==> src/rtl/div_unit.sv <==
// div_unit: multicycle signed integer divider (restoring, one quotient bit
// per clock). Quotient goes to lo, remainder to hi; division truncates toward
// zero and the remainder takes the sign of the dividend.
// Optional feature macro: DIV_UNSIGNED_EN adds the div_unsigned port, which
// selects unsigned division with the same latency.
module div_unit #(
  parameter int WIDTH = 32
) (
  input  logic             clk,
  input  logic             reset,
  input  logic             start,
  input  logic [WIDTH-1:0] a,
  input  logic [WIDTH-1:0] b,
`ifdef DIV_UNSIGNED_EN
  input  logic             div_unsigned,
`endif
  output logic             busy,
  output logic             done,
  output logic             div0,
  output logic [WIDTH-1:0] hi,
  output logic [WIDTH-1:0] lo
);

  localparam int CW = (WIDTH > 1) ? $clog2(WIDTH) : 1;
  localparam logic [CW-1:0]    CNT_LAST = CW'(WIDTH - 1);
  localparam logic [CW-1:0]    CNT_ZERO = {CW{1'b0}};
  localparam logic [WIDTH-1:0] ONE_W    = {{(WIDTH-1){1'b0}}, 1'b1};
  localparam logic [WIDTH-1:0] ZERO_W   = {WIDTH{1'b0}};

  typedef enum logic [1:0] {
    S_IDLE = 2'd0,
    S_CALC = 2'd1,
    S_SIGN = 2'd2,
    S_DONE = 2'd3
  } state_t;

  // Two's-complement negation, mod 2^WIDTH.
  function automatic logic [WIDTH-1:0] neg_w(input logic [WIDTH-1:0] v);
    return (~v) + ONE_W;
  endfunction

  state_t           state_q, state_d;
  logic [CW-1:0]    cnt_q, cnt_d;
  logic [WIDTH-1:0] rem_q, rem_d;       // partial remainder
  logic [WIDTH-1:0] dvd_q, dvd_d;       // dividend shifting out, quotient shifting in
  logic [WIDTH-1:0] dvs_q, dvs_d;       // divisor magnitude
  logic             neg_quo_q, neg_quo_d;
  logic             neg_rem_q, neg_rem_d;
  logic [WIDTH-1:0] hi_q, hi_d;
  logic [WIDTH-1:0] lo_q, lo_d;
  logic             busy_q, busy_d;
  logic             done_q, done_d;
  logic             div0_q, div0_d;

  logic             uns_s;
  logic [WIDTH:0]   rem_shift_s;
  logic [WIDTH:0]   diff_s;
  logic             fits_s;

`ifdef DIV_UNSIGNED_EN
  assign uns_s = div_unsigned;
`else
  assign uns_s = 1'b0;
`endif

  // One restoring step: shift in the next dividend bit and trial-subtract.
  // If the shifted remainder has its top bit set it already exceeds any
  // WIDTH-bit divisor; otherwise no borrow in diff_s means it fits.
  always_comb begin
    rem_shift_s = {rem_q, dvd_q[WIDTH-1]};
    diff_s      = rem_shift_s - {1'b0, dvs_q};
    fits_s      = rem_shift_s[WIDTH] | ~diff_s[WIDTH];
  end

  // Next-state and datapath update for the IDLE/CALC/SIGN/DONE sequence.
  always_comb begin
    state_d   = state_q;
    cnt_d     = cnt_q;
    rem_d     = rem_q;
    dvd_d     = dvd_q;
    dvs_d     = dvs_q;
    neg_quo_d = neg_quo_q;
    neg_rem_d = neg_rem_q;
    hi_d      = hi_q;
    lo_d      = lo_q;
    done_d    = 1'b0;
    div0_d    = 1'b0;
    busy_d    = 1'b0;

    case (state_q)
      S_IDLE: begin
        if (start) begin
          neg_quo_d = ~uns_s & (a[WIDTH-1] ^ b[WIDTH-1]);
          neg_rem_d = ~uns_s & a[WIDTH-1];
          dvd_d     = (~uns_s & a[WIDTH-1]) ? neg_w(a) : a;
          dvs_d     = (~uns_s & b[WIDTH-1]) ? neg_w(b) : b;
          rem_d     = ZERO_W;
          if (b == ZERO_W) begin
            state_d = S_DONE;
          end else begin
            state_d = S_CALC;
            cnt_d   = CNT_LAST;
          end
        end else begin
          state_d = S_IDLE;
        end
      end
      S_CALC: begin
        rem_d = fits_s ? diff_s[WIDTH-1:0] : rem_shift_s[WIDTH-1:0];
        dvd_d = {dvd_q[WIDTH-2:0], fits_s};
        if (cnt_q == CNT_ZERO) begin
          state_d = S_SIGN;
        end else begin
          cnt_d = cnt_q - {{(CW-1){1'b0}}, 1'b1};
        end
      end
      S_SIGN: begin
        lo_d    = neg_quo_q ? neg_w(dvd_q) : dvd_q;
        hi_d    = neg_rem_q ? neg_w(rem_q) : rem_q;
        done_d  = 1'b1;
        state_d = S_DONE;
      end
      S_DONE: begin
        // Entered from SIGN with done already raised; entered straight from
        // IDLE (zero divisor) with done still low, so raise done+div0 now.
        if (!done_q) begin
          done_d  = 1'b1;
          div0_d  = 1'b1;
          state_d = S_DONE;
        end else begin
          state_d = S_IDLE;
        end
      end
      default: begin
        state_d = S_IDLE;
      end
    endcase

    busy_d = (state_d == S_CALC) || (state_d == S_SIGN);
  end

  // State and output registers; synchronous reset discards any in-flight op.
  always_ff @(posedge clk) begin
    if (reset) begin
      state_q   <= S_IDLE;
      cnt_q     <= CNT_ZERO;
      rem_q     <= ZERO_W;
      dvd_q     <= ZERO_W;
      dvs_q     <= ZERO_W;
      neg_quo_q <= 1'b0;
      neg_rem_q <= 1'b0;
      hi_q      <= ZERO_W;
      lo_q      <= ZERO_W;
      busy_q    <= 1'b0;
      done_q    <= 1'b0;
      div0_q    <= 1'b0;
    end else begin
      state_q   <= state_d;
      cnt_q     <= cnt_d;
      rem_q     <= rem_d;
      dvd_q     <= dvd_d;
      dvs_q     <= dvs_d;
      neg_quo_q <= neg_quo_d;
      neg_rem_q <= neg_rem_d;
      hi_q      <= hi_d;
      lo_q      <= lo_d;
      busy_q    <= busy_d;
      done_q    <= done_d;
      div0_q    <= div0_d;
    end
  end

  assign busy = busy_q;
  assign done = done_q;
  assign div0 = div0_q;
  assign hi   = hi_q;
  assign lo   = lo_q;

endmodule

==> config.mk <==
export PLATFORM = sky130hd
export DESIGN_NAME = div_unit
export DESIGN_NICKNAME = d
export VERILOG_FILES = /design/src/rtl/div_unit.sv
export SDC_FILE = /design/constraint.sdc
export NUM_CORES = 1
export LEC_CHECK = 0
export ABC_CLOCK_PERIOD_IN_PS = 10150
export CAP_MARGIN = 20
export CORE_MARGIN = 2
export CORE_UTILIZATION = 50
export CTS_BUF_LIST = sky130_fd_sc_hd__clkbuf_4 sky130_fd_sc_hd__clkbuf_8
export DETAILED_ROUTE_END_ITERATION = 6
export DONT_BUFFER_PORTS = 1
export PLACE_DENSITY_LB_ADDON = 0.25
export SYNTH_ARGS = -nofsm -noshare
export SYNTH_HDL_FRONTEND = slang
export SYNTH_SLANG_ARGS = --single-unit
==> constraint.sdc <==
create_clock -name clk -period 10.15 [get_ports clk]
set_input_delay 2.03 -clock clk [delete_from_list [all_inputs] [get_ports clk]]
set_output_delay 2.03 -clock clk [all_outputs]
set_load 0.02 [all_outputs]
==> results_tabular.tex, run 1 <==
\begin{tabular}{lr}
\hline
Metric & Value \\
\hline
\multicolumn{2}{l}{\textbf{GRT}} \\
\quad Largest net degree at the start of global routing & about 140 \\
\quad First-pass GRT wire length & 40,770 um \\
\quad Vias in the first global route & 7,809 \\
\quad Initial antenna violation count & 0 \\
\quad Gr usage total & 22.75\% \\
\quad Overflow left after global routing & 0 \\
\multicolumn{2}{l}{\textbf{Synthesis}} \\
\quad Most frequently used cell type in the post-synthesis netlist & sky130\_fd\_sc\_hd\_\_dfxtp\_1 \\
\quad Number of distinct library cell variants in the gate-level netlist after synthesis & 60 \\
\quad Syn Inst Count & 1,266 \\
\quad Number of synthesized register bits & 172 \\
\quad Top flip-flop cell by instance count after synthesis & sky130\_fd\_sc\_hd\_\_dfxtp\_1 \\
\quad Commonest cells in the synthesized netlist & 172 x sky130\_fd\_sc\_hd\_\_dfxtp\_1, 159 x sky130\_fd\_sc\_hd\_\_nor2\_1, 105 x sky130\_fd\_sc\_hd\_\_nand2\_1 \\
\quad Yosys top cell area share & approximately a third \\
\quad Post-Synthesis Mean Instance Area & 8.186 um\^{}2 \\
\quad Syn Std Cell Area & 10,360 um\^{}2 \\
\quad Mapped Nets & 1,371 \\
\quad Warnings, synthesis & 0 \\
\quad Post-synth ARST share & 0\% \\
\quad Sequential cell area fraction in the yosys report & 33.22\% \\
\quad Top cells by area in the synthesized netlist & sky130\_fd\_sc\_hd\_\_dfxtp\_1 33\%, sky130\_fd\_sc\_hd\_\_xor2\_1 7.7\%, sky130\_fd\_sc\_hd\_\_a211oi\_1 7.0\% \\
\quad Post-synth EDFFs & 0 \\
\quad Cell type contributing the most total cell area after synthesis & sky130\_fd\_sc\_hd\_\_dfxtp\_1 \\
\multicolumn{2}{l}{\textbf{Worst setup path}} \\
\quad R2R Setup Slk & 6120 ps \\
\quad Worst-path fanout max & 5 \\
\quad Depth of the critical timing path with buffers and inverters included & 9 \\
\quad Worst Setup Path Type & in2reg \\
\quad Number of buffer and inverter stages on the critical path & 0 \\
\quad Crit-path max cell delay & approximately 530 ps \\
\quad CP startpoint & a[6] \\
\quad Startpoint type of the worst setup path & input port \\
\quad Critical-path top delay cell & sky130\_fd\_sc\_hd\_\_or4\_4 \\
\quad Cell breakdown of the critical path & or4\_4, or3\_1, or3\_1, or4\_1, or3\_1, o31ai\_1, xnor2\_1, a222oi\_1, nor2\_1 \\
\quad Worst path required time & 10,510 ps \\
\quad Arrival time of the worst setup path & 4930 ps \\
\quad Worst reg2reg endpoint & rem\_q[31] \\
\quad Endpoint type of the worst setup path & flop \\
\quad Critical path destination & dvd\_q[25] \\
\quad Reg-to-Reg Start & dvd\_q[31] \\
\quad Largest delay contributor family on the critical path & simple AND/OR/NAND/NOR gates \\
\quad Cell count of the worst reg-to-reg path & 13 \\
\quad Most numerous cell on the critical path & sky130\_fd\_sc\_hd\_\_or3\_1 \\
\multicolumn{2}{l}{\textbf{STA}} \\
\quad Max Freq & between 200 and 250 MHz \\
\quad Worst hold slack & 462.1 ps \\
\quad Final Hold Fails & 0 \\
\quad Setup repair after global routing missed its margin & false \\
\quad Final clock period utilization by the worst path & 45.10\% \\
\quad Slew margin rel. & about 30\% \\
\quad Final sum of negative setup slack & 0 ps \\
\quad Final critical-path required period & 4578 ps \\
\quad Slew at the pin closest to its max-slew limit & around 1000 ps \\
\quad Count of endpoints failing setup in the final report & 0 \\
\quad Worst-case clock skew & around 15 ps \\
\quad Final-report max-slew violation count & 0 \\
\multicolumn{2}{l}{\textbf{Clock tree}} \\
\quad Clock sinks & 172 \\
\quad Hold\_buf cts & 0 \\
\quad H-tree depth & 4 \\
\quad Clock input transition at the sequential cells of the worst setup and hold paths & 90 ps \\
\quad PostCTS Resize Cnt & 0 \\
\quad TritonCTS clock tree & done \\
\quad Clock insertion delay at the later pin of the skew report & 470 ps \\
\quad Num CTS Buffers & 17 \\
\quad Post CTS Setup Buffer Count & 0 \\
\quad Worst-case clock buffer depth & 2 \\
\quad Root buffer cell & sky130\_fd\_sc\_hd\_\_clkbuf\_8 \\
\multicolumn{2}{l}{\textbf{Min path}} \\
\quad Hold WC Path Type & reg2reg \\
\quad Worst hold path depth & 2 \\
\multicolumn{2}{l}{\textbf{Placed design}} \\
\quad PortBufs & 0 \\
\quad Half-perimeter wire length of the detailed placement result & 18,100 um \\
\quad Final weighted congestion of routability-driven global placement & 0.9257 \\
\quad Area after detailed placement & around 11,000 um\^{}2 \\
\multicolumn{2}{l}{\textbf{Drt}} \\
\quad DRC violation count after routing & 5 \\
\quad Per-cell routed wire length & 16.69 um \\
\quad Count of vias placed by the detailed router & between 8,000 and 9,000 \\
\quad Final ANT Viol Nets & 0 \\
\quad Detailed-routing iteration count for the pre-antenna-repair pass & 7 \\
\quad Detailed Route Iter0 Violations & 763 \\
\quad Routed wire length & $\sim$25,000 um \\
\quad Drt via density & 5.871 \\
\multicolumn{2}{l}{\textbf{Floorplanning}} \\
\quad Die width & 148.0 um \\
\quad Core area & about 20,000 um\^{}2 \\
\quad Initial core utilization & 51.05\% \\
\quad Count of standard-cell rows & 52 \\
\quad Count of pins on the block boundary & 134 \\
\quad Die Footprint & approximately 22,000 um\^{}2 \\
\quad Height of the chip & 148.0 um \\
\multicolumn{2}{l}{\textbf{Flow run}} \\
\quad Max-cap viol count & 0 \\
\multicolumn{2}{l}{\textbf{Layout}} \\
\quad Proportion of layout cells with a drive suffix above 1 & between 5 and 6\% \\
\quad Final instance area & 10,920 um\^{}2 \\
\quad Final core utilization & 53.77\% \\
\quad Area growth from synthesis to layout & 5.324\% \\
\quad Diode count & 0 \\
\quad Number of nets in the final layout & 1,323 \\
\multicolumn{2}{l}{\textbf{Power}} \\
\quad Cell leakage power & 4.158 nW \\
\quad Overall power after layout & approximately 0.0034 W \\
\quad Power density relative to cell area & approximately 310 nW/um\^{}2 \\
\quad Max rail drop VDD & between 0.15 and 0.2 mV \\
\multicolumn{2}{l}{\textbf{Outcome}} \\
\quad Violations in the final reports & DRC \\
\quad Run status & finished, violations left \\
\hline
\end{tabular}
-- report_power, final --
part,internal (W),switching (W)
combinational,0.000844,0.00112
clock,0.000247,0.000246
sequential,0.000779,0.000177
-- through the flow --
stage	worst slack [ps]	cells
2_1_floorplan	5276	1266
3_3_place_gp	5157	1469
3_5_place_dp	5127	1469
4_1_cts	5628	1499
5_1_grt	5450	1499
6_report	5572	1499
-- registers in the layout (all words and copies together) (netlist names), 2 cells and up --
| register | cells |
|---|---|
| dvd_q | 32 |
| dvs_q | 32 |
| hi | 32 |
| lo | 32 |
| rem_q | 32 |
| cnt_q | 5 |
| state_q | 2 |
-- kinds of logic after synthesis --
group | synth area share [%]
AOI/OAI and AO/OA | 25.00
xor gates and xnor gates | 12.25
adders and majority gates | 4.660
buffers and inverters | 4.636
DFF | 33.22
muxes | 2.632
and+or+nand+nor | 17.59
-- routing by layer --
metal	part of all wire [%]	up-vias	GRT usage (%)	routed length [um]
met5	0	-	0	0
met4	1.6	0	6.286	399
met3	7.5	26	5.586	1888
met2	42	262	32.38	10390
met1	49	3976	33.99	12340
li1	-	4536	-	-
-- cell usage in the layout, fill, tap and decap left out, types with 3 or more instances in the layout --
master | netlist | layout
sky130_fd_sc_hd__inv_6 | 0 | 3
sky130_fd_sc_hd__xnor2_1 | 54 | 54
sky130_fd_sc_hd__a21oi_1 | 41 | 41
sky130_fd_sc_hd__nor3_1 | 11 | 11
sky130_fd_sc_hd__a21o_1 | 16 | 16
sky130_fd_sc_hd__buf_4 | 0 | 7
sky130_fd_sc_hd__o21a_1 | 5 | 5
sky130_fd_sc_hd__o211ai_1 | 3 | 3
sky130_fd_sc_hd__nand2b_1 | 12 | 12
sky130_fd_sc_hd__or4_1 | 20 | 20
sky130_fd_sc_hd__clkbuf_8 | 0 | 21
sky130_fd_sc_hd__xor2_1 | 91 | 91
sky130_fd_sc_hd__o31ai_1 | 39 | 39
sky130_fd_sc_hd__mux2i_1 | 25 | 25
sky130_fd_sc_hd__ha_1 | 37 | 37
sky130_fd_sc_hd__nor2b_1 | 9 | 7
sky130_fd_sc_hd__nand2_1 | 105 | 105
sky130_fd_sc_hd__or2_2 | 7 | 7
sky130_fd_sc_hd__a32oi_1 | 7 | 7
sky130_fd_sc_hd__o21ai_0 | 86 | 86
sky130_fd_sc_hd__a222oi_1 | 29 | 29
sky130_fd_sc_hd__inv_1 | 54 | 54
sky130_fd_sc_hd__nand3_1 | 12 | 12
sky130_fd_sc_hd__nor2_1 | 159 | 158
sky130_fd_sc_hd__nand4_1 | 4 | 4
sky130_fd_sc_hd__o41ai_1 | 14 | 14
sky130_fd_sc_hd__dfxtp_1 | 172 | 172
sky130_fd_sc_hd__a211oi_1 | 97 | 97
sky130_fd_sc_hd__a311oi_1 | 3 | 3
sky130_fd_sc_hd__or3_1 | 21 | 21
sky130_fd_sc_hd__or3_4 | 3 | 3
sky130_fd_sc_hd__nor4_1 | 7 | 7
sky130_fd_sc_hd__a31oi_1 | 9 | 8
-- area by class of cell --
cell class	instances	area, um^2
clock buffer	22	296.5
clock inverter	8	106.4
fill	1984	9384
inverter	54	202.7
multi-input combinational	966	6476
sequential	172	3443
tap	270	337.8
timing repair buffer	7	52.55
-- worst min-delay path, stage by stage (launching register included) --
cell and delay (ps):
sky130_fd_sc_hd__dfxtp_1 320, sky130_fd_sc_hd__nand2_1 50, sky130_fd_sc_hd__a21oi_1 50
-- worst min path at each step --
stage          startpoint        end  slack (ps)
2_1_floorplan   dvs_q[15]  dvs_q[15]         430
3_3_place_gp    dvs_q[15]  dvs_q[15]         440
3_5_place_dp     dvs_q[0]   dvs_q[0]         450
4_1_cts          dvs_q[0]   dvs_q[0]         460
5_1_grt          dvs_q[0]   dvs_q[0]         480
6_report         dvs_q[0]   dvs_q[0]         460
Note: power is estimated with default switching activity, not from simulation.
==> run 2: changes to the inputs <==
--- a/config.mk
+++ b/config.mk
@@ -5,7 +5,7 @@
 export SDC_FILE = /design/constraint.sdc
 export NUM_CORES = 1
 export LEC_CHECK = 0
-export ABC_CLOCK_PERIOD_IN_PS = 10150
+export ABC_CLOCK_PERIOD_IN_PS = 4000
 export CAP_MARGIN = 20
 export CORE_MARGIN = 2
 export CORE_UTILIZATION = 50
==> constraint.sdc (replaced) <==
create_clock -name clk -period 4 [get_ports clk]
set_input_delay 0.8 -clock clk [delete_from_list [all_inputs] [get_ports clk]]
set_output_delay 0.8 -clock clk [all_outputs]
set_load 0.02 [all_outputs]
==> run 2 against run 1 <==
  * The run now ends clean
  * Core utilization increased by 0.45 points
  * First-iteration DRC count decreased by 17%
  * Count of clock-buffer cells in the layout decreased by 2
  * Die area unchanged
  * Power increased to 2.6 times the previous value
  * Wire length increased by 0.81%
  * Non-clock buffer count increased by 6
  * Sequential share of layout area decreased by 0.26 points
  * Via count unchanged
  * Sequential power increased to 2.5 times the previous value
  * Combinational power increased to 2.6 times the previous value
  * Cell count increased by 0.53%
  * Critical path type is now reg2reg
==> results_tabular.tex, run 2 (synthesis gave the netlist of run 1 again) <==
\begin{tabular}{lr}
\hline
Metric & Value \\
\hline
\multicolumn{2}{l}{\textbf{Clock tree}} \\
\quad PostCTS Resize Cnt & 0 (unchanged) \\
\quad Worst-case clock buffer depth & 2 (unchanged) \\
\quad Num CTS Buffers & 17 (unchanged) \\
\quad H-tree depth & 4 (unchanged) \\
\quad Clock input transition at the sequential cells of the worst setup and hold paths & 90 ps (about the same) \\
\quad TritonCTS clock tree & done (unchanged) \\
\quad Hold\_buf cts & 0 (unchanged) \\
\quad Root buffer cell & sky130\_fd\_sc\_hd\_\_clkbuf\_8 (unchanged) \\
\quad Clock sinks & 172 (unchanged) \\
\quad Clock insertion delay at the later pin of the skew report & 470 ps (about the same) \\
\quad Post CTS Setup Buffer Count & 0 (unchanged) \\
\multicolumn{2}{l}{\textbf{GRT}} \\
\quad Largest net degree at the start of global routing & 143 (unchanged) \\
\quad Vias in the first global route & 7,934 (was 7,809) \\
\quad Initial antenna violation count & 0 (unchanged) \\
\quad First-pass GRT wire length & 40,940 um (was 40,770 um) \\
\quad Layer carrying the most global-route usage & met1 (unchanged) \\
\quad Grt met3 use & 5.247\% (was 5.586\%) \\
\quad Overflow left after global routing & 0 (unchanged) \\
\quad Met1 routing resource usage after global routing & 33.91\% (was 33.99\%) \\
\quad GRT met2 Usage & 33.13\% (was 32.38\%) \\
\quad Gr usage total & 22.93\% (was 22.75\%) \\
\multicolumn{2}{l}{\textbf{Worst setup path}} \\
\quad Worst Setup Path Type & reg2reg (was in2reg) \\
\quad Worst path required time & 4310 ps (was 10,510 ps) \\
\quad Endpoint type of the worst setup path & flop (unchanged) \\
\quad Worst reg2reg endpoint & rem\_q[10] (was rem\_q[31]) \\
\quad Reg-to-Reg Start & dvd\_q[31] (unchanged) \\
\quad Arrival time of the worst setup path & 3870 ps (was 4930 ps) \\
\quad Startpoint type of the worst setup path & flop (was input port) \\
\quad Worst-path fanout max & 15 (was 5) \\
\quad Cell count of the worst reg-to-reg path & 14 (was 13) \\
\quad R2R Setup Slk & 440 ps (was 6120 ps) \\
\multicolumn{2}{l}{\textbf{Placed design}} \\
\quad Cell count after placement & 1,475 (was 1,469) \\
\quad Final weighted congestion of routability-driven global placement & 0.9142 (was 0.9257) \\
\quad PortBufs & 0 (unchanged) \\
\quad Half-perimeter wire length of the detailed placement result & 18,530 um (was 18,100 um) \\
\multicolumn{2}{l}{\textbf{Floorplanning}} \\
\quad Count of standard-cell rows & 52 (unchanged) \\
\quad Count of pins on the block boundary & 134 (unchanged) \\
\quad Initial core utilization & 51.05\% (unchanged) \\
\quad Height of the chip & 148.0 um (unchanged) \\
\quad Die width & 148.0 um (unchanged) \\
\quad Die Footprint & 21,900 um\^{}2 (unchanged) \\
\quad Core area & 20,300 um\^{}2 (unchanged) \\
\multicolumn{2}{l}{\textbf{STA}} \\
\quad Worst-case clock skew & 11.97 ps (was 15.49 ps) \\
\quad Worst hold slack & 398.4 ps (was 462.1 ps) \\
\quad Final critical-path required period & between 3000 and 4000 ps \\
\quad Max Freq & $\sim$280 MHz \\
\quad Slew margin rel. & 29.33\% (was 29.96\%) \\
\quad Final Hold Fails & 0 (unchanged) \\
\quad Slew at the pin closest to its max-slew limit & 1060 ps (was 1049 ps) \\
\quad Final-report max-slew violation count & 0 (unchanged) \\
\quad Final clock period utilization by the worst path & between 80\% and 90\% \\
\quad Setup repair after global routing missed its margin & false (unchanged) \\
\quad Final sum of negative setup slack & 0 ps (unchanged) \\
\quad Count of endpoints failing setup in the final report & 0 (unchanged) \\
\multicolumn{2}{l}{\textbf{Layout}} \\
\quad Most frequent cells in the layout & 172 x sky130\_fd\_sc\_hd\_\_dfxtp\_1, 158 x sky130\_fd\_sc\_hd\_\_nor2\_1, 105 x sky130\_fd\_sc\_hd\_\_nand2\_1 (unchanged) \\
\quad Area growth from synthesis to layout & 6.205\% (was 5.324\%) \\
\quad Most common cell after layout, fill and taps aside & sky130\_fd\_sc\_hd\_\_dfxtp\_1 (unchanged) \\
\quad Final cell count without fillers & 1,507 (was 1,499) \\
\quad Diode count & 0 (unchanged) \\
\quad Final core utilization & 54.22\% (was 53.77\%) \\
\quad Number of nets in the final layout & 1,329 (was 1,323) \\
\quad Total of fill cells in the finished design & 1,943 (was 1,984) \\
\quad Proportion of layout cells with a drive suffix above 1 & 6.063\% (was 5.452\%) \\
\multicolumn{2}{l}{\textbf{Drt}} \\
\quad Per-cell routed wire length & 16.74 um (was 16.69 um) \\
\quad Routed wire length & 25,220 um (was 25,020 um) \\
\quad Count of vias placed by the detailed router & 8,800 (unchanged) \\
\quad Drt via density & 5.839 (was 5.871) \\
\quad Final ANT Viol Nets & 0 (unchanged) \\
\quad DRC violation count after routing & 0 (was 5) \\
\quad Detailed Route Iter0 Violations & 634 (was 763) \\
\quad Detailed-routing iteration count for the pre-antenna-repair pass & 7 (unchanged) \\
\multicolumn{2}{l}{\textbf{Power}} \\
\quad Max rail drop VDD & 0.4800 mV (was 0.1769 mV) \\
\quad Overall power after layout & 0.008851 W (was 0.003413 W) \\
\quad Power density relative to cell area & 804.2 nW/um\^{}2 (was 312.6 nW/um\^{}2) \\
\quad Cell leakage power & 4.211 nW (was 4.158 nW) \\
\multicolumn{2}{l}{\textbf{Outcome}} \\
\quad Run status & completed (was finished, violations left) \\
\multicolumn{2}{l}{\textbf{Flow run}} \\
\quad Max-cap viol count & 0 (unchanged) \\
\multicolumn{2}{l}{\textbf{Min path}} \\
\quad Sink of the worst hold path & cnt\_q[4] (was dvs\_q[0]) \\
\quad Worst hold path depth & 1 (was 2) \\
\quad Hold path start & reset (was dvs\_q[0]) \\
\quad Hold WC Path Type & in2reg (was reg2reg) \\
\hline
\end{tabular}
==> run 2: final cells by class <==
cell class | count | area, um^2 | share of cell area [%]
inverters | 54 | 202.7 | 1.842
well taps | 270 | 337.8 | 3.069
multi-input cells | 966 | 6476 | 58.84
clock inverters | 12 | 161.4 | 1.466
clock buffers | 20 | 262.8 | 2.387
repair buffers | 13 | 122.6 | 1.114
flip-flops and latches | 172 | 3443 | 31.28
==> run 2: per-layer routing <==
layer / vias to the layer above / wire length, um
li1: 4532 / -
met1: 4000 / 12630
met2: 238 / 10360
met3: 30 / 1760
met4: 0 / 477
met5: - / 0
==> run 2: where the power goes <==
group	leakage, nW	total [W]	internal, W	switching, W
registers	1.40	0.00242	0.00198	0.000441
clock network	0.218	0.00133	0.000658	0.000668
logic	2.59	0.00511	0.00223	0.00288
==> run 2: worst max-delay path, stage by stage, from the launching register on <==
cell and delay, ps:
sky130_fd_sc_hd__dfxtp_1 320, sky130_fd_sc_hd__inv_1 90, sky130_fd_sc_hd__ha_1 250, sky130_fd_sc_hd__fa_1 410, sky130_fd_sc_hd__nand2b_1 180, sky130_fd_sc_hd__a21oi_1 290, sky130_fd_sc_hd__o31ai_1 200, sky130_fd_sc_hd__a211oi_1 330
sky130_fd_sc_hd__nor2_1 100, sky130_fd_sc_hd__o31ai_1 270, sky130_fd_sc_hd__buf_4 180, sky130_fd_sc_hd__a31oi_4 210, sky130_fd_sc_hd__buf_4 310, sky130_fd_sc_hd__mux2i_1 170, sky130_fd_sc_hd__o21ai_0 90
==> run 2: how the worst max path moves through the flow <==
stage               depth (start not counted)         to       from
floorplan                                   9  dvd_q[26]       a[6]
global placement                            9  dvd_q[25]       a[6]
detailed placement                          9  dvd_q[26]       a[6]
CTS                                        14   rem_q[7]  dvd_q[31]
global route                               14  rem_q[11]  dvd_q[31]
finish                                     14  rem_q[10]  dvd_q[31]
==> run 2: through the flow <==
step | setup WS [ps] | cell area, um^2
6_report | 436.2 | 11010
5_1_grt | 164.1 | 11010
4_1_cts | 470.9 | 11010
3_5_place_dp | 219.7 | 10580
3_3_place_gp | 264.8 | 10580
2_1_floorplan | 356.5 | 10360
==> run 3: changes to the inputs <==
--- a/config.mk
+++ b/config.mk
@@ -9,10 +9,11 @@
 export CAP_MARGIN = 20
 export CORE_MARGIN = 2
 export CORE_UTILIZATION = 50
-export CTS_BUF_LIST = sky130_fd_sc_hd__clkbuf_4 sky130_fd_sc_hd__clkbuf_8
 export DETAILED_ROUTE_END_ITERATION = 6
 export DONT_BUFFER_PORTS = 1
 export PLACE_DENSITY_LB_ADDON = 0.25
+export SETUP_SLACK_MARGIN = 0.4
+export SLEW_MARGIN = 20
 export SYNTH_ARGS = -nofsm -noshare
 export SYNTH_HDL_FRONTEND = slang
 export SYNTH_SLANG_ARGS = --single-unit
==> run 3 against run 2 <==
  * Global-route usage increased by 0.16 points
  * Clock power grew 26%
  * Critical endpoint is now hi[28]
  * Critical path type unchanged
  * Worst hold slack improved by 48 ps
  * Largest power group unchanged
==> results_tabular.tex, run 3 (synthesis gave the netlist of run 1 again) <==
\begin{tabular}{lr}
\hline
Metric & Value \\
\hline
\multicolumn{2}{l}{\textbf{STA}} \\
\quad Max Freq & 294.1 MHz (was 280.6 MHz) \\
\quad Count of endpoints failing setup in the final report & 0 (unchanged) \\
\quad Final clock period utilization by the worst path & 85.01\% (was 89.10\%) \\
\quad Slew margin rel. & 28.93\% (was 29.33\%) \\
\quad Final sum of negative setup slack & 0 ps (unchanged) \\
\quad Final critical-path required period & 3401 ps (was 3564 ps) \\
\quad Slew at the pin closest to its max-slew limit & 1065 ps (was 1060 ps) \\
\quad Final-report max-slew violation count & 0 (unchanged) \\
\quad Final Hold Fails & 0 (unchanged) \\
\quad Worst-case clock skew & 7.545 ps (was 11.97 ps) \\
\quad Setup repair after global routing missed its margin & false (unchanged) \\
\multicolumn{2}{l}{\textbf{Power}} \\
\quad Power density relative to cell area & 825.1 nW/um\^{}2 (was 804.2 nW/um\^{}2) \\
\quad Cell leakage power & 4.266 nW (was 4.211 nW) \\
\quad Overall power after layout & 0.009227 W (was 0.008851 W) \\
\quad Max rail drop VDD & 0.5068 mV (was 0.4800 mV) \\
\multicolumn{2}{l}{\textbf{Clock tree}} \\
\quad Clock sinks & 172 (unchanged) \\
\quad Root buffer cell & sky130\_fd\_sc\_hd\_\_clkbuf\_16 (was sky130\_fd\_sc\_hd\_\_clkbuf\_8) \\
\quad H-tree depth & 4 (unchanged) \\
\quad Clock insertion delay at the later pin of the skew report & 430 ps (was 470 ps) \\
\quad Clock input transition at the sequential cells of the worst setup and hold paths & 70 ps (was 90 ps) \\
\quad Num CTS Buffers & 17 (unchanged) \\
\quad Post CTS Setup Buffer Count & 0 (unchanged) \\
\quad Worst-case clock buffer depth & 2 (unchanged) \\
\quad TritonCTS clock tree & done (unchanged) \\
\quad Hold\_buf cts & 0 (unchanged) \\
\multicolumn{2}{l}{\textbf{Layout}} \\
\quad Most frequent cells in the layout & 172 x sky130\_fd\_sc\_hd\_\_dfxtp\_1, 158 x sky130\_fd\_sc\_hd\_\_nor2\_1, 105 x sky130\_fd\_sc\_hd\_\_nand2\_1 (unchanged) \\
\quad Proportion of layout cells with a drive suffix above 1 & 6.230\% (was 6.063\%) \\
\quad Most common cell after layout, fill and taps aside & sky130\_fd\_sc\_hd\_\_dfxtp\_1 (unchanged) \\
\quad Number of nets in the final layout & 1,328 (was 1,329) \\
\quad Diode count & 0 (unchanged) \\
\quad Area growth from synthesis to layout & 7.908\% (was 6.205\%) \\
\multicolumn{2}{l}{\textbf{GRT}} \\
\quad Overflow left after global routing & 0 (unchanged) \\
\quad Largest net degree at the start of global routing & 143 (unchanged) \\
\quad Initial antenna violation count & 0 (unchanged) \\
\quad First-pass GRT wire length & 41,460 um (was 40,940 um) \\
\quad Gr usage total & 23.09\% (was 22.93\%) \\
\quad Vias in the first global route & 8,033 (was 7,934) \\
\multicolumn{2}{l}{\textbf{Worst setup path}} \\
\quad Worst Setup Path Type & reg2reg (unchanged) \\
\quad Endpoint type of the worst setup path & flop (unchanged) \\
\quad Worst path required time & 4290 ps (was 4310 ps) \\
\quad Critical-path top delay cell & sky130\_fd\_sc\_hd\_\_or4\_1 (was sky130\_fd\_sc\_hd\_\_fa\_1) \\
\quad Cell breakdown of the critical path & inv\_1, ha\_1, nand2\_1, or3\_1, or4\_1, or3\_1, or3\_1, o31ai\_2, xor2\_1, a211oi\_1 (was inv\_1, ha\_1, fa\_1, nand2b\_1, a21oi\_1, o31ai\_1, a211oi\_1, nor2\_1, o31ai\_1, buf\_4, a31oi\_4, buf\_4, mux2i\_1, o21ai\_0) \\
\quad Crit-path max cell delay & 590 ps (was 410 ps) \\
\quad Worst-path fanout max & 5 (was 15) \\
\quad R2R Setup Slk & 600 ps (was 440 ps) \\
\quad Most numerous cell on the critical path & sky130\_fd\_sc\_hd\_\_or3\_1 \\
\quad Number of buffer and inverter stages on the critical path & 1 (was 3) \\
\quad Startpoint type of the worst setup path & flop (unchanged) \\
\quad Arrival time of the worst setup path & 3690 ps (was 3870 ps) \\
\quad Largest delay contributor family on the critical path & simple AND/OR/NAND/NOR gates (was compound AO/OA/AOI/OAI gates) \\
\multicolumn{2}{l}{\textbf{Drt}} \\
\quad Final ANT Viol Nets & 0 (unchanged) \\
\quad Count of vias placed by the detailed router & 8,823 (was 8,800) \\
\quad Detailed Route Iter0 Violations & 709 (was 634) \\
\quad Drt via density & 5.859 (was 5.839) \\
\quad DRC violation count after routing & 0 (unchanged) \\
\quad Routed wire length & 25,420 um (was 25,220 um) \\
\quad Detailed-routing iteration count for the pre-antenna-repair pass & 6 (was 7) \\
\quad Per-cell routed wire length & 16.88 um (was 16.74 um) \\
\multicolumn{2}{l}{\textbf{Flow run}} \\
\quad Max-cap viol count & 0 (unchanged) \\
\multicolumn{2}{l}{\textbf{Floorplanning}} \\
\quad Die width & 148.0 um (unchanged) \\
\quad Count of standard-cell rows & 52 (unchanged) \\
\quad Initial core utilization & 51.05\% (unchanged) \\
\quad Count of pins on the block boundary & 134 (unchanged) \\
\quad Height of the chip & 148.0 um (unchanged) \\
\quad Core area & 20,300 um\^{}2 (unchanged) \\
\quad Die Footprint & 21,900 um\^{}2 (unchanged) \\
\multicolumn{2}{l}{\textbf{Placed design}} \\
\quad Half-perimeter wire length of the detailed placement result & 18,480 um (was 18,530 um) \\
\quad Final weighted congestion of routability-driven global placement & 0.9415 (was 0.9142) \\
\quad PortBufs & 0 (unchanged) \\
\multicolumn{2}{l}{\textbf{Outcome}} \\
\quad Run status & completed (unchanged) \\
\multicolumn{2}{l}{\textbf{Min path}} \\
\quad Hold WC Path Type & in2reg (unchanged) \\
\hline
\end{tabular}
## run 3: cell count changes in the layout (fill, tap and decap cells not counted), moves of 2 or more
cell | previous run | this run
sky130_fd_sc_hd__clkbuf_16 | 0 | 17
sky130_fd_sc_hd__o31ai_2 | 0 | 2
sky130_fd_sc_hd__o31ai_1 | 39 | 36
sky130_fd_sc_hd__clkbuf_8 | 18 | 2
sky130_fd_sc_hd__inv_6 | 2 | 4
sky130_fd_sc_hd__inv_8 | 2 | 0
sky130_fd_sc_hd__clkinvlp_4 | 1 | 3
sky130_fd_sc_hd__clkbuf_4 | 2 | 0
## run 3: timing repair
item	4_1_cts	5_1_grt
gates resized for setup	0	5
endpoints found under the setup margin	0	33
endpoints found under the hold margin	0	0
## run 3: report_power, final
part           switching [W]  internal (W)  leakage [nW]
logic                0.00292       0.00220          2.58
registers           0.000460       0.00198          1.40
clock network       0.000707      0.000960         0.284
## run 3: worst reg2reg max path, stage by stage (launching register included)
cell and delay, ps:
sky130_fd_sc_hd__dfxtp_1 360, sky130_fd_sc_hd__inv_1 140, sky130_fd_sc_hd__ha_1 240, sky130_fd_sc_hd__nand2_1 90, sky130_fd_sc_hd__or3_1 420, sky130_fd_sc_hd__or4_1 590, sky130_fd_sc_hd__or3_1 450, sky130_fd_sc_hd__or3_1 430
sky130_fd_sc_hd__o31ai_2 260, sky130_fd_sc_hd__xor2_1 200, sky130_fd_sc_hd__a211oi_1 90
## run 3: layer usage
layer	vias up	routed length (um)	track usage, %
li1	4549	-	-
met1	3958	12480	34.12
met2	273	10230	32.15
met3	43	1933	5.494
met4	0	783	9.095
met5	-	0	0
## run 3: layout make-up
cell class | count | area [um^2]
Multi-Input combinational cell | 966 | 6504
Timing Repair Buffer | 12 | 102.6
Tap cell | 270 | 337.8
Clock inverter | 12 | 136.4
Clock buffer | 20 | 456.7
Sequential cell | 172 | 3443
Inverter | 54 | 202.7
Fill cell | 1918 | 9116
## run 3: through the flow
stage / hold slack (ps) / util, % / std cells / worst slack (ps) / instance area (um^2)
2_1_floorplan: 431.9 / - / 1266 / 356.5 / 10360
3_3_place_gp: 436.7 / 52.03 / 1474 / 266.0 / 10560
3_5_place_dp: 449.1 / 52.03 / 1474 / 195.6 / 10560
4_1_cts: 431.3 / 54.96 / 1506 / 441.7 / 11160
5_1_grt: 425.3 / 55.09 / 1506 / 452.0 / 11180
6_report: 446.5 / 55.09 / 1506 / 599.4 / 11180
## run 3: worst paths after layout
path	endpoint	start	cells past startpoint
max	hi[28]	rem_q[0]	10
min	cnt_q[4]	reset	1
max reg2reg	hi[28]	rem_q[0]	10
min reg2reg	dvs_q[15]	dvs_q[15]	2
